**src/rtl/mem_flash_pkg.sv**
```systemverilog
// Opcodes, state encoding and helpers shared by the flash transaction sequencer.
package mem_flash_pkg;

    localparam logic [7:0] OP_WREN  = 8'h06;
    localparam logic [7:0] OP_READ  = 8'h03;
    localparam logic [7:0] OP_QREAD = 8'h6B;
    localparam logic [7:0] OP_PP    = 8'h02;
    localparam logic [7:0] OP_QPP   = 8'h32;
    localparam logic [7:0] OP_RDSR  = 8'h05;

    localparam int WIP_BIT = 0;

    typedef enum logic [3:0] {
        S_IDLE,
        S_WREN,
        S_GAP,
        S_CMD,
        S_ADDR,
        S_DUMMY,
        S_RD_DATA,
        S_WR_DATA,
        S_POLL_CMD,
        S_POLL_RD,
        S_DONE
    } state_t;

    function automatic logic [7:0] cmd_opcode(input logic wr, input logic quad);
        if (wr) return quad ? OP_QPP : OP_PP;
        return quad ? OP_QREAD : OP_READ;
    endfunction

endpackage

```
**src/rtl/mem_txn_fsm.sv**
```systemverilog
// Sequences one read or page-program request into byte-level flash commands
// over the SPI controller's start/done, tx and rx handshakes.
module mem_txn_fsm
    import mem_flash_pkg::*;
#(
    parameter int unsigned CS_GAP   = 4,
    parameter logic [15:0] POLL_MAX = 16'hFFFF
) (
    input  logic        clk,
    input  logic        rst,
    input  logic        qed,
    input  logic        req_valid,
    output logic        req_ready,
    input  logic        req_wr,
    input  logic [23:0] req_addr,
    input  logic [7:0]  req_len,
    input  logic        wr_valid,
    output logic        wr_ready,
    input  logic [7:0]  wr_data,
    output logic        rd_valid,
    input  logic        rd_ready,
    output logic [7:0]  rd_data,
    output logic        resp_valid,
    output logic        resp_err,
    output logic        spi_start,
    output logic        spi_r_w,
    output logic        spi_quad,
    input  logic        spi_done,
    output logic        spi_tx_valid,
    input  logic        spi_tx_ready,
    output logic [7:0]  spi_tx_data,
    input  logic        spi_rx_valid,
    output logic        spi_rx_ready,
    input  logic [7:0]  spi_rx_data,
    output state_t      dbg_state
);

    localparam logic [7:0] GAP_LOAD = 8'(CS_GAP - 1);

    state_t      state_q, next_q;
    logic        wait_done_q;
    logic [23:0] addr_q;
    logic [8:0]  cnt_q;
    logic [1:0]  idx_q;
    logic [15:0] poll_q;
    logic [7:0]  gap_q;
    logic        wr_q, qed_q, wip_q;
    logic        req_ready_q, resp_valid_q, resp_err_q;
    logic        spi_start_q, spi_r_w_q, spi_quad_q, spi_tx_valid_q;
    logic [7:0]  spi_tx_data_q;

    logic        tx_hs, byte_done, wip_now, wr_ready_w;
    logic [8:0]  page_end;

    // Every stream transfers on a cycle where valid && ready are both high;
    // a tx byte counts as finished only on the spi_done that follows it.
    assign tx_hs      = spi_tx_valid_q && spi_tx_ready;
    assign byte_done  = wait_done_q && spi_done;
    assign wip_now    = spi_rx_valid ? spi_rx_data[WIP_BIT] : wip_q;
    assign page_end   = {1'b0, req_addr[7:0]} + {1'b0, req_len};
    assign wr_ready_w = (state_q == S_WR_DATA) && !spi_tx_valid_q && !wait_done_q;

    assign wr_ready     = wr_ready_w;
    assign rd_valid     = (state_q == S_RD_DATA) && spi_rx_valid;
    assign rd_data      = (state_q == S_RD_DATA) ? spi_rx_data : 8'h00;
    assign spi_rx_ready = (state_q == S_RD_DATA) ? rd_ready : (state_q == S_POLL_RD);

    assign req_ready    = req_ready_q;
    assign resp_valid   = resp_valid_q;
    assign resp_err     = resp_err_q;
    assign spi_start    = spi_start_q;
    assign spi_r_w      = spi_r_w_q;
    assign spi_quad     = spi_quad_q;
    assign spi_tx_valid = spi_tx_valid_q;
    assign spi_tx_data  = spi_tx_data_q;
    assign dbg_state    = state_q;

    always_ff @(posedge clk) begin
        if (rst) begin
            state_q        <= S_IDLE;
            next_q         <= S_IDLE;
            wait_done_q    <= 1'b0;
            addr_q         <= '0;
            cnt_q          <= '0;
            idx_q          <= '0;
            poll_q         <= '0;
            gap_q          <= '0;
            wr_q           <= 1'b0;
            qed_q          <= 1'b0;
            wip_q          <= 1'b0;
            req_ready_q    <= 1'b1;
            resp_valid_q   <= 1'b0;
            resp_err_q     <= 1'b0;
            spi_start_q    <= 1'b0;
            spi_r_w_q      <= 1'b0;
            spi_quad_q     <= 1'b0;
            spi_tx_valid_q <= 1'b0;
            spi_tx_data_q  <= '0;
        end else begin
            resp_valid_q <= 1'b0;
            if (tx_hs) begin
                spi_tx_valid_q <= 1'b0;
                wait_done_q    <= 1'b1;
            end
            if (byte_done) wait_done_q <= 1'b0;

            case (state_q)
                S_IDLE: begin
                    if (req_valid) begin
                        req_ready_q <= 1'b0;
                        addr_q      <= req_addr;
                        wr_q        <= req_wr;
                        qed_q       <= qed;
                        cnt_q       <= {1'b0, req_len} + 9'd1;
                        poll_q      <= '0;
                        if (req_wr && page_end[8]) begin
                            state_q      <= S_DONE;
                            resp_valid_q <= 1'b1;
                            resp_err_q   <= 1'b1;
                        end else begin
                            state_q        <= req_wr ? S_WREN : S_CMD;
                            spi_start_q    <= 1'b1;
                            spi_tx_valid_q <= 1'b1;
                            spi_tx_data_q  <= req_wr ? OP_WREN : cmd_opcode(1'b0, qed);
                        end
                    end
                end
                S_WREN: begin
                    if (byte_done) begin
                        spi_start_q <= 1'b0;
                        gap_q       <= GAP_LOAD;
                        next_q      <= S_CMD;
                        state_q     <= S_GAP;
                    end
                end
                S_GAP: begin
                    if (gap_q == 8'd0) begin
                        spi_start_q    <= 1'b1;
                        spi_tx_valid_q <= 1'b1;
                        spi_tx_data_q  <= (next_q == S_POLL_CMD) ? OP_RDSR : cmd_opcode(wr_q, qed_q);
                        state_q        <= next_q;
                    end else begin
                        gap_q <= gap_q - 8'd1;
                    end
                end
                S_CMD: begin
                    if (byte_done) begin
                        idx_q          <= 2'd0;
                        spi_tx_valid_q <= 1'b1;
                        spi_tx_data_q  <= addr_q[23:16];
                        state_q        <= S_ADDR;
                    end
                end
                S_ADDR: begin
                    if (byte_done) begin
                        idx_q <= idx_q + 2'd1;
                        if (idx_q == 2'd0) begin
                            spi_tx_valid_q <= 1'b1;
                            spi_tx_data_q  <= addr_q[15:8];
                        end else if (idx_q == 2'd1) begin
                            spi_tx_valid_q <= 1'b1;
                            spi_tx_data_q  <= addr_q[7:0];
                        end else if (wr_q) begin
                            spi_quad_q <= qed_q;
                            state_q    <= S_WR_DATA;
                        end else if (qed_q) begin
                            spi_tx_valid_q <= 1'b1;
                            spi_tx_data_q  <= 8'h00;
                            state_q        <= S_DUMMY;
                        end else begin
                            spi_r_w_q <= 1'b1;
                            state_q   <= S_RD_DATA;
                        end
                    end
                end
                S_DUMMY: begin
                    if (byte_done) begin
                        spi_r_w_q  <= 1'b1;
                        spi_quad_q <= qed_q;
                        state_q    <= S_RD_DATA;
                    end
                end
                S_RD_DATA: begin
                    if (spi_done) begin
                        cnt_q <= cnt_q - 9'd1;
                        if (cnt_q == 9'd1) begin
                            spi_start_q  <= 1'b0;
                            spi_r_w_q    <= 1'b0;
                            spi_quad_q   <= 1'b0;
                            resp_valid_q <= 1'b1;
                            resp_err_q   <= 1'b0;
                            state_q      <= S_DONE;
                        end
                    end
                end
                S_WR_DATA: begin
                    if (wr_valid && wr_ready_w) begin
                        spi_tx_valid_q <= 1'b1;
                        spi_tx_data_q  <= wr_data;
                    end
                    if (byte_done) begin
                        cnt_q <= cnt_q - 9'd1;
                        if (cnt_q == 9'd1) begin
                            spi_start_q <= 1'b0;
                            spi_quad_q  <= 1'b0;
                            gap_q       <= GAP_LOAD;
                            next_q      <= S_POLL_CMD;
                            state_q     <= S_GAP;
                        end
                    end
                end
                S_POLL_CMD: begin
                    if (byte_done) begin
                        spi_r_w_q <= 1'b1;
                        state_q   <= S_POLL_RD;
                    end
                end
                S_POLL_RD: begin
                    if (spi_rx_valid) wip_q <= spi_rx_data[WIP_BIT];
                    if (spi_done) begin
                        spi_start_q <= 1'b0;
                        spi_r_w_q   <= 1'b0;
                        poll_q      <= poll_q + 16'd1;
                        if (!wip_now) begin
                            resp_valid_q <= 1'b1;
                            resp_err_q   <= 1'b0;
                            state_q      <= S_DONE;
                        end else if (poll_q + 16'd1 == POLL_MAX) begin
                            resp_valid_q <= 1'b1;
                            resp_err_q   <= 1'b1;
                            state_q      <= S_DONE;
                        end else begin
                            gap_q   <= GAP_LOAD;
                            next_q  <= S_POLL_CMD;
                            state_q <= S_GAP;
                        end
                    end
                end
                S_DONE: begin
                    resp_err_q  <= 1'b0;
                    req_ready_q <= 1'b1;
                    state_q     <= S_IDLE;
                end
                default: state_q <= S_IDLE;
            endcase
        end
    end

endmodule

```
**config.mk**
```make
export PLATFORM = sky130hd
export DESIGN_NAME = mem_txn_fsm
export DESIGN_NICKNAME = d
export VERILOG_FILES = /design/src/rtl/mem_flash_pkg.sv /design/src/rtl/mem_txn_fsm.sv
export SDC_FILE = /design/constraint.sdc
export NUM_CORES = 1
export LEC_CHECK = 0
export CAP_MARGIN = 20
export CORE_MARGIN = 4
export CORE_UTILIZATION = 54
export CTS_CLUSTER_DIAMETER = 40
export CTS_CLUSTER_SIZE = 40
export DETAILED_ROUTE_END_ITERATION = 8
export GPL_TIMING_DRIVEN = 0
export MAX_ROUTING_LAYER = met4
export PLACE_DENSITY = 0.8
export SKIP_CTS_REPAIR_TIMING = 1
export SLEW_MARGIN = 10
export SYNTH_ARGS = -nofsm -noshare
export SYNTH_HDL_FRONTEND = slang
export SYNTH_SLANG_ARGS = --single-unit
```
**constraint.sdc**
```tcl
create_clock -name clk -period 2.6 [get_ports clk]
set_clock_uncertainty 0.05 [all_clocks]
set_input_delay 0.52 -clock clk [delete_from_list [all_inputs] [get_ports clk]]
set_output_delay 0.52 -clock clk [all_outputs]
set_load 0.05 [all_outputs]
```
=== After elaboration in Yosys (flattened, before gate mapping) ===
Cells that the tools add are included.
Widths: inputs -> output; s select.

* Add/sub/neg operators: 6
* $mul: 0
* Div/mod/pow operators: 0
* Order comparisons: 0
* Equal/unequal tests: 41
* Shifts and indexed selects: 0
* Muxes and demuxes: 126
* Bitwise operators: 0
* Reductions and logical operators: 38

{| class="wikitable"
|+ Operators by type and width
! operator !! count
|-
| $mux 8 || 21
|-
| $mux 4 || 23
|-
| $mux 1 || 54
|-
| $ne 2x2->1 const B || 20
|-
| $pmux 4 s10 || 1
|-
| $pmux 8 s5 || 1
|-
| $mux 16 || 2
|-
| $pmux 16 s2 || 1
|-
| $pmux 8 s4 || 1
|-
| $mux 9 || 3
|-
| $pmux 9 s3 || 1
|-
| $reduce_and 8->1 || 3
|-
| $mux 7 || 3
|-
| $add 16x1->16 const B || 1
|-
| $eq 16x16->1 const B || 1
|-
| $eq 4x3->1 const B || 4
|-
| $eq 4x4->1 const B || 4
|-
| $reduce_bool 4->1 || 4
|-
| $reduce_and 14->1 || 1
|-
| $reduce_and 7->1 || 2
|-
| $pmux 1 s4 || 3
|-
| $pmux 4 s3 || 1
|-
| $mux 2 || 5
|-
| $reduce_and 10->1 || 1
|-
| other kinds (32) || 50
|}

* Register bits: 86
* Latch bits: 0
* Bits in writable memories: 0
* ROM bits: 0
* Word-level logic and storage cells: 230
* Memories: 0

=== Longest topological paths before layout ===
* Depth in word-level cells: 8
* Mapped depth: 12

=== Least setup slack after synthesis ===
Ideal clock, no wire load.

* Path kind: reg-to-reg
* Start point: reg state_q[1] (netlist: dbg_state[1])
* End point: reg spi_tx_data_q[6] (netlist: spi_tx_data[6])
* Data arrival time: 3415 ps
* Data required time: 2422 ps
* Slack: -993 ps
* Cell stages (with the launch flop): 12
* Buffers on the path: 4
* Period minus slack after synthesis: 3593 ps
* Cell sequence: dfxtp_1 -> buf_2 -> buf_4 -> nand3b_1 -> nor3_1 -> nand2_1 -> a311oi_1 -> and3_1 -> buf_4 -> buf_6 -> mux2i_1 -> nor2_1

* Longest elaborated chain between the ends: 6
* Elaborated cells on any way between the ends: 19
* Classes of those cells: eq/ne (12); mux (1); reduce/logical (6)

{| class="wikitable"
|+ RTL lines
! what !! line !! text
|-
| start: declaration || mem_txn_fsm.sv:40 || <nowiki>state_t state_q, next_q;</nowiki>
|-
| start signal: assignment || mem_txn_fsm.sv:121 || <nowiki>state_q <= req_wr ? S_WREN : S_CMD;</nowiki>
|-
| start signal: assignment || mem_txn_fsm.sv:141 || <nowiki>state_q <= next_q;</nowiki>
|-
| $eq 4x3->1 || mem_txn_fsm.sv:61 || <nowiki>assign wr_ready_w = (state_q == S_WR_DATA) && !spi_tx_valid_q && !wait_done_q;</nowiki>
|-
| $logic_and 1x1->1 (2 in a row) || mem_txn_fsm.sv:61 ||
|-
| named net wr_ready || mem_txn_fsm.sv:18 || <nowiki>output logic wr_ready,</nowiki>
|-
| $logic_and 1x1->1 || mem_txn_fsm.sv:197 || <nowiki>if (wr_valid && wr_ready_w) begin</nowiki>
|-
| $ne 2x1->1 (no source line) || - ||
|-
| $reduce_and 9->1 (no source line) || - ||
|-
| end signal: assignment || mem_txn_fsm.sv:124 || <nowiki>spi_tx_data_q <= req_wr ? OP_WREN : cmd_opcode(1'b0, qed);</nowiki>
|-
| end signal: assignment || mem_txn_fsm.sv:140 || <nowiki>spi_tx_data_q <= (next_q == S_POLL_CMD) ? OP_RDSR : cmd_opcode(wr_q, qed_q);</nowiki>
|-
| end signal: assignment || mem_txn_fsm.sv:199 || <nowiki>spi_tx_data_q <= wr_data;</nowiki>
|-
| end: declaration || mem_txn_fsm.sv:50 || <nowiki>logic [7:0] spi_tx_data_q;</nowiki>
|}

The timed path passes the listed nets, and every way through them passes these cells.
A chain may end at the register's enable or synchronous reset.

=== Final worst setup path ===
* Start point: reg state_q[2] (netlist: dbg_state[2])
* End point: reg state_q[1] (netlist: dbg_state[1])

* Longest elaborated chain between the ends: 3
* Elaborated cells on any way between the ends: 26
* Classes of those cells: eq/ne (23); mux (1); reduce/logical (2)

{| class="wikitable"
|+ RTL lines
! what !! line !! text
|-
| $eq 4x3->1 (tied with other cells) || mem_txn_fsm.sv:107 || <nowiki>case (state_q)</nowiki>
|-
| $ne 2x2->1 (no source line) or $ne 2x1->1 (tied branches) || - ||
|-
| $reduce_and 14->1 (no source line) || - ||
|}

Parallel ways exist; a longest one is shown, timed or not.

==> impl_metrics.csv <==
group,metric,value,unit
floorplan,num_rows,35,
clock_network,cts_max_path_buffers,2,
layout,ff_latch_area,1700,um^2
synth,synth-edff-count,0,
layout,drive_above_1_share,0.111,
clock_network,clockRootBuffer,"clkbuf_8",
power,p_int,3.45,mW
timing,final-setup-viol-count,0,
global_route,gr-total-overflow,0,
setup_path,worst-setup-path-type,"register to register",
setup_path,critPathCaptureType,"register",
clock_network,cts_num_sinks,84,
clock_network,cts_buffers,9,
synth,synth_cells,683,
synth,synth-compound-area-share,0.247,
synth,synth_top_family_by_area,"simple AND/OR/NAND/NOR gates",
synth,synthMuxAreaShare,0.0397,
clock_network,h-tree-depth,3,
hold_path,hold_path_class,"register to register",
synth,syn-num-nets,757,
power,power.static_leakage,2.42,nW
synth,synthAdderAreaFrac,0.0389,
timing,drv_slew,0,
drt,firstDrtPassIters,9,
synth,ys_types,69,
setup_path,start_kind,"register",
clock_network,clkLatencyLatePin,0.37,ns
outcome,outcome,"finished, final reports clean",
power,p_seq_frac,0.284,
synth,synthXorXnorAreaFrac,0.0273,
global_route,antenna_found_initial,1,
setup_path,required,2.80,ns
drt,drt_wl_total,16.8,mm
timing,finalCritPeriodShare,0.975,
synth,ys_ff_latch,84,
placed_design,dp_hpwl,12.5,mm
global_route,grt_pass1_wl,26.4,mm
drt,drc,0,
run,maxCapViolations,0,
clock_network,tritoncts,"built",
layout,layout_common_cells,"102 x nand2_1, 79 x dfxtp_1, 74 x nor2_1",
power,swShare,0.460,
clock_network,clkTransAtPathRegs,0.10,ns
layout,fin_area,6570,um^2
power,powerDensity,973,nW/um^2
synth,synth_area,5140,um^2
drt,antenna_left,0,
floorplan,initial_utilization,0.556,
timing,worst_slew_pin_slew,0.745,ns
layout,fin_util,0.711,
synth,ys_seq_area_frac,0.327,
placed_design,routabilityCongestion,1.01,
global_route,grt_pass1_vias,5165,
synth,synth_warnings,0,
power,irDropWorstVdd,838,uV
power,p_clk_frac,0.160,
synth,synth.avg_cell_area,7.53,um^2
floorplan,dieArea,11100,um^2
floorplan,core_area,9240,um^2
timing,grt_setup_unrepaired,"yes",
timing,period_needed,2.54,ns
floorplan,die_h,106,um
drt,viasPerCell,6.02,
layout,fillers,773,
timing,final-hold-violation-count,0,
power,power.switching,2.94,mW
drt,drt_iter0_markers,400,
timing,fmax,394,MHz
layout,final_common_cell,"nand2_1",
placed_design,place_area,6180,um^2
setup_path,crit_arrival,2.73,ns
global_route,grt_max_degree,17,
layout,final_net_count,856,
power,comb_power_share,0.556,
synth,ys.flop_type,"dfxtp_1",
floorplan,io-pin-count,88,
synth,async_flop_share,0,
setup_path,worstPathMaxFanout,10,
timing,max-slew-margin-rel,0.503,
drt,vias,5517,
layout,multi_input_area,3350,um^2
global_route,gr-usage-all-layers,0.302,
drt,wl_per_cell,18.3,um
synth,synth-simple-area-share,0.268,
floorplan,die_x,106,um
layout,area_growth,27.8,%
placed_design,io_buffer_count,86,
## layer usage
| layer | GRT usage | share of wire | vias up |
|---|---|---|---|
| li1 | - | - | 2648 |
| met3 | 0.0570 | 0.071 | 28 |
| met2 | 0.480 | 0.47 | 241 |
| met5 | - | 0 | - |
| met1 | 0.395 | 0.44 | 2600 |
| met4 | 0.0823 | 0.016 | 0 |
## worst paths after layout
path                                   from                         to  slack (ns)  cells past startpoint
hold / removal      addr_q[21]$_SDFFE_PP0P_    addr_q[21]$_SDFFE_PP0P_        0.41                      2
setup / recovery  dbg_state[2]$_SDFFE_PP0P_  dbg_state[1]$_SDFFE_PP0P_        0.06                      9
setup reg to reg  dbg_state[2]$_SDFFE_PP0P_  dbg_state[1]$_SDFFE_PP0P_        0.06                      9
hold reg to reg     addr_q[21]$_SDFFE_PP0P_    addr_q[21]$_SDFFE_PP0P_        0.41                      2
## power by group through the flow
stage	clock network [mW]	logic (mW)	registers, mW
after CTS	1.02	3.28	1.80
after floorplan	0	2.07	2.10
after global placement	0	3.22	1.82
final	1.02	3.55	1.81
after global routing	1.07	3.81	1.85
after detailed placement	0	3.27	1.83
## worst max-delay path, stage by stage, from the launching register on
cell and delay (ns):
dfxtp_2 0.35, buf_2 0.22, xnor2_1 0.19, a211oi_1 0.45, o21ai_0 0.22, nand2_1 0.17, and4bb_1 0.19, buf_2 0.19
nor2_1 0.06, a211oi_1 0.32
## cell type report
cell class,instances,share of cell area
antenna,1,0.000381
buffer,46,0.0362
clock buffer,9,0.0189
clock inverter,7,0.0124
inverter,15,0.00857
multi-input combinational,538,0.509
sequential,84,0.258
tap,129,0.0246
timing repair buffer,88,0.132
## state kept, by name, indices dropped and copies added (netlist names)
signal        count
req_ready         1
gap_q             8
idx_q             2
spi_tx_data       8
resp_valid        1
cnt_q             9
spi_r_w           1
addr_q           24
spi_start         1
wr_q              1
wait_done_q       1
poll_q           16
resp_err          1
wip_q             1
spi_quad          1
next_q            2
spi_tx_valid      1
dbg_state         4
qed_q             1
## cells by family after synthesis
kind of cell,after synthesis
compound gates,199
xor+xnor,16
buf+inv,61
mux,20
flops,84
fa+ha+maj,16
simple gates,287
## through the flow
stage	std cells	setup TNS, ns	hold WS (ns)	setup slack [ns]	power [mW]
after floorplan	683	0	0.383	0.00216	4.17
after global placement	898	-12.78	0.392	-0.624	5.04
after detailed placement	898	-14.08	0.400	-0.594	5.10
after CTS	914	-12.04	0.414	-1.00	6.11
after global routing	917	-0.141	0.437	-0.0454	6.73
final	917	0	0.412	0.0646	6.39
## Yosys cell counts, drive strengths merged (5+ instances only)
cell type | number | area (um^2)
a211oi | 20 | 150
o21ai | 47 | 239
dfxtp | 84 | 1680
mux2i | 17 | 170
a311oi | 7 | 61.3
xnor2 | 12 | 105
inv | 15 | 56.3
nor3 | 14 | 70.1
a21oi | 72 | 360
nand2b | 10 | 62.6
nor2 | 75 | 282
nor2b | 9 | 56.3
nand4 | 9 | 56.3
ha | 16 | 200
buf | 14 | 87.6
nand3 | 17 | 90.1
or3 | 6 | 37.5
nor4 | 5 | 37.5
and2 | 14 | 87.6
clkbuf | 32 | 120
nand2 | 104 | 390
Power figures use the tool's default switching activity.
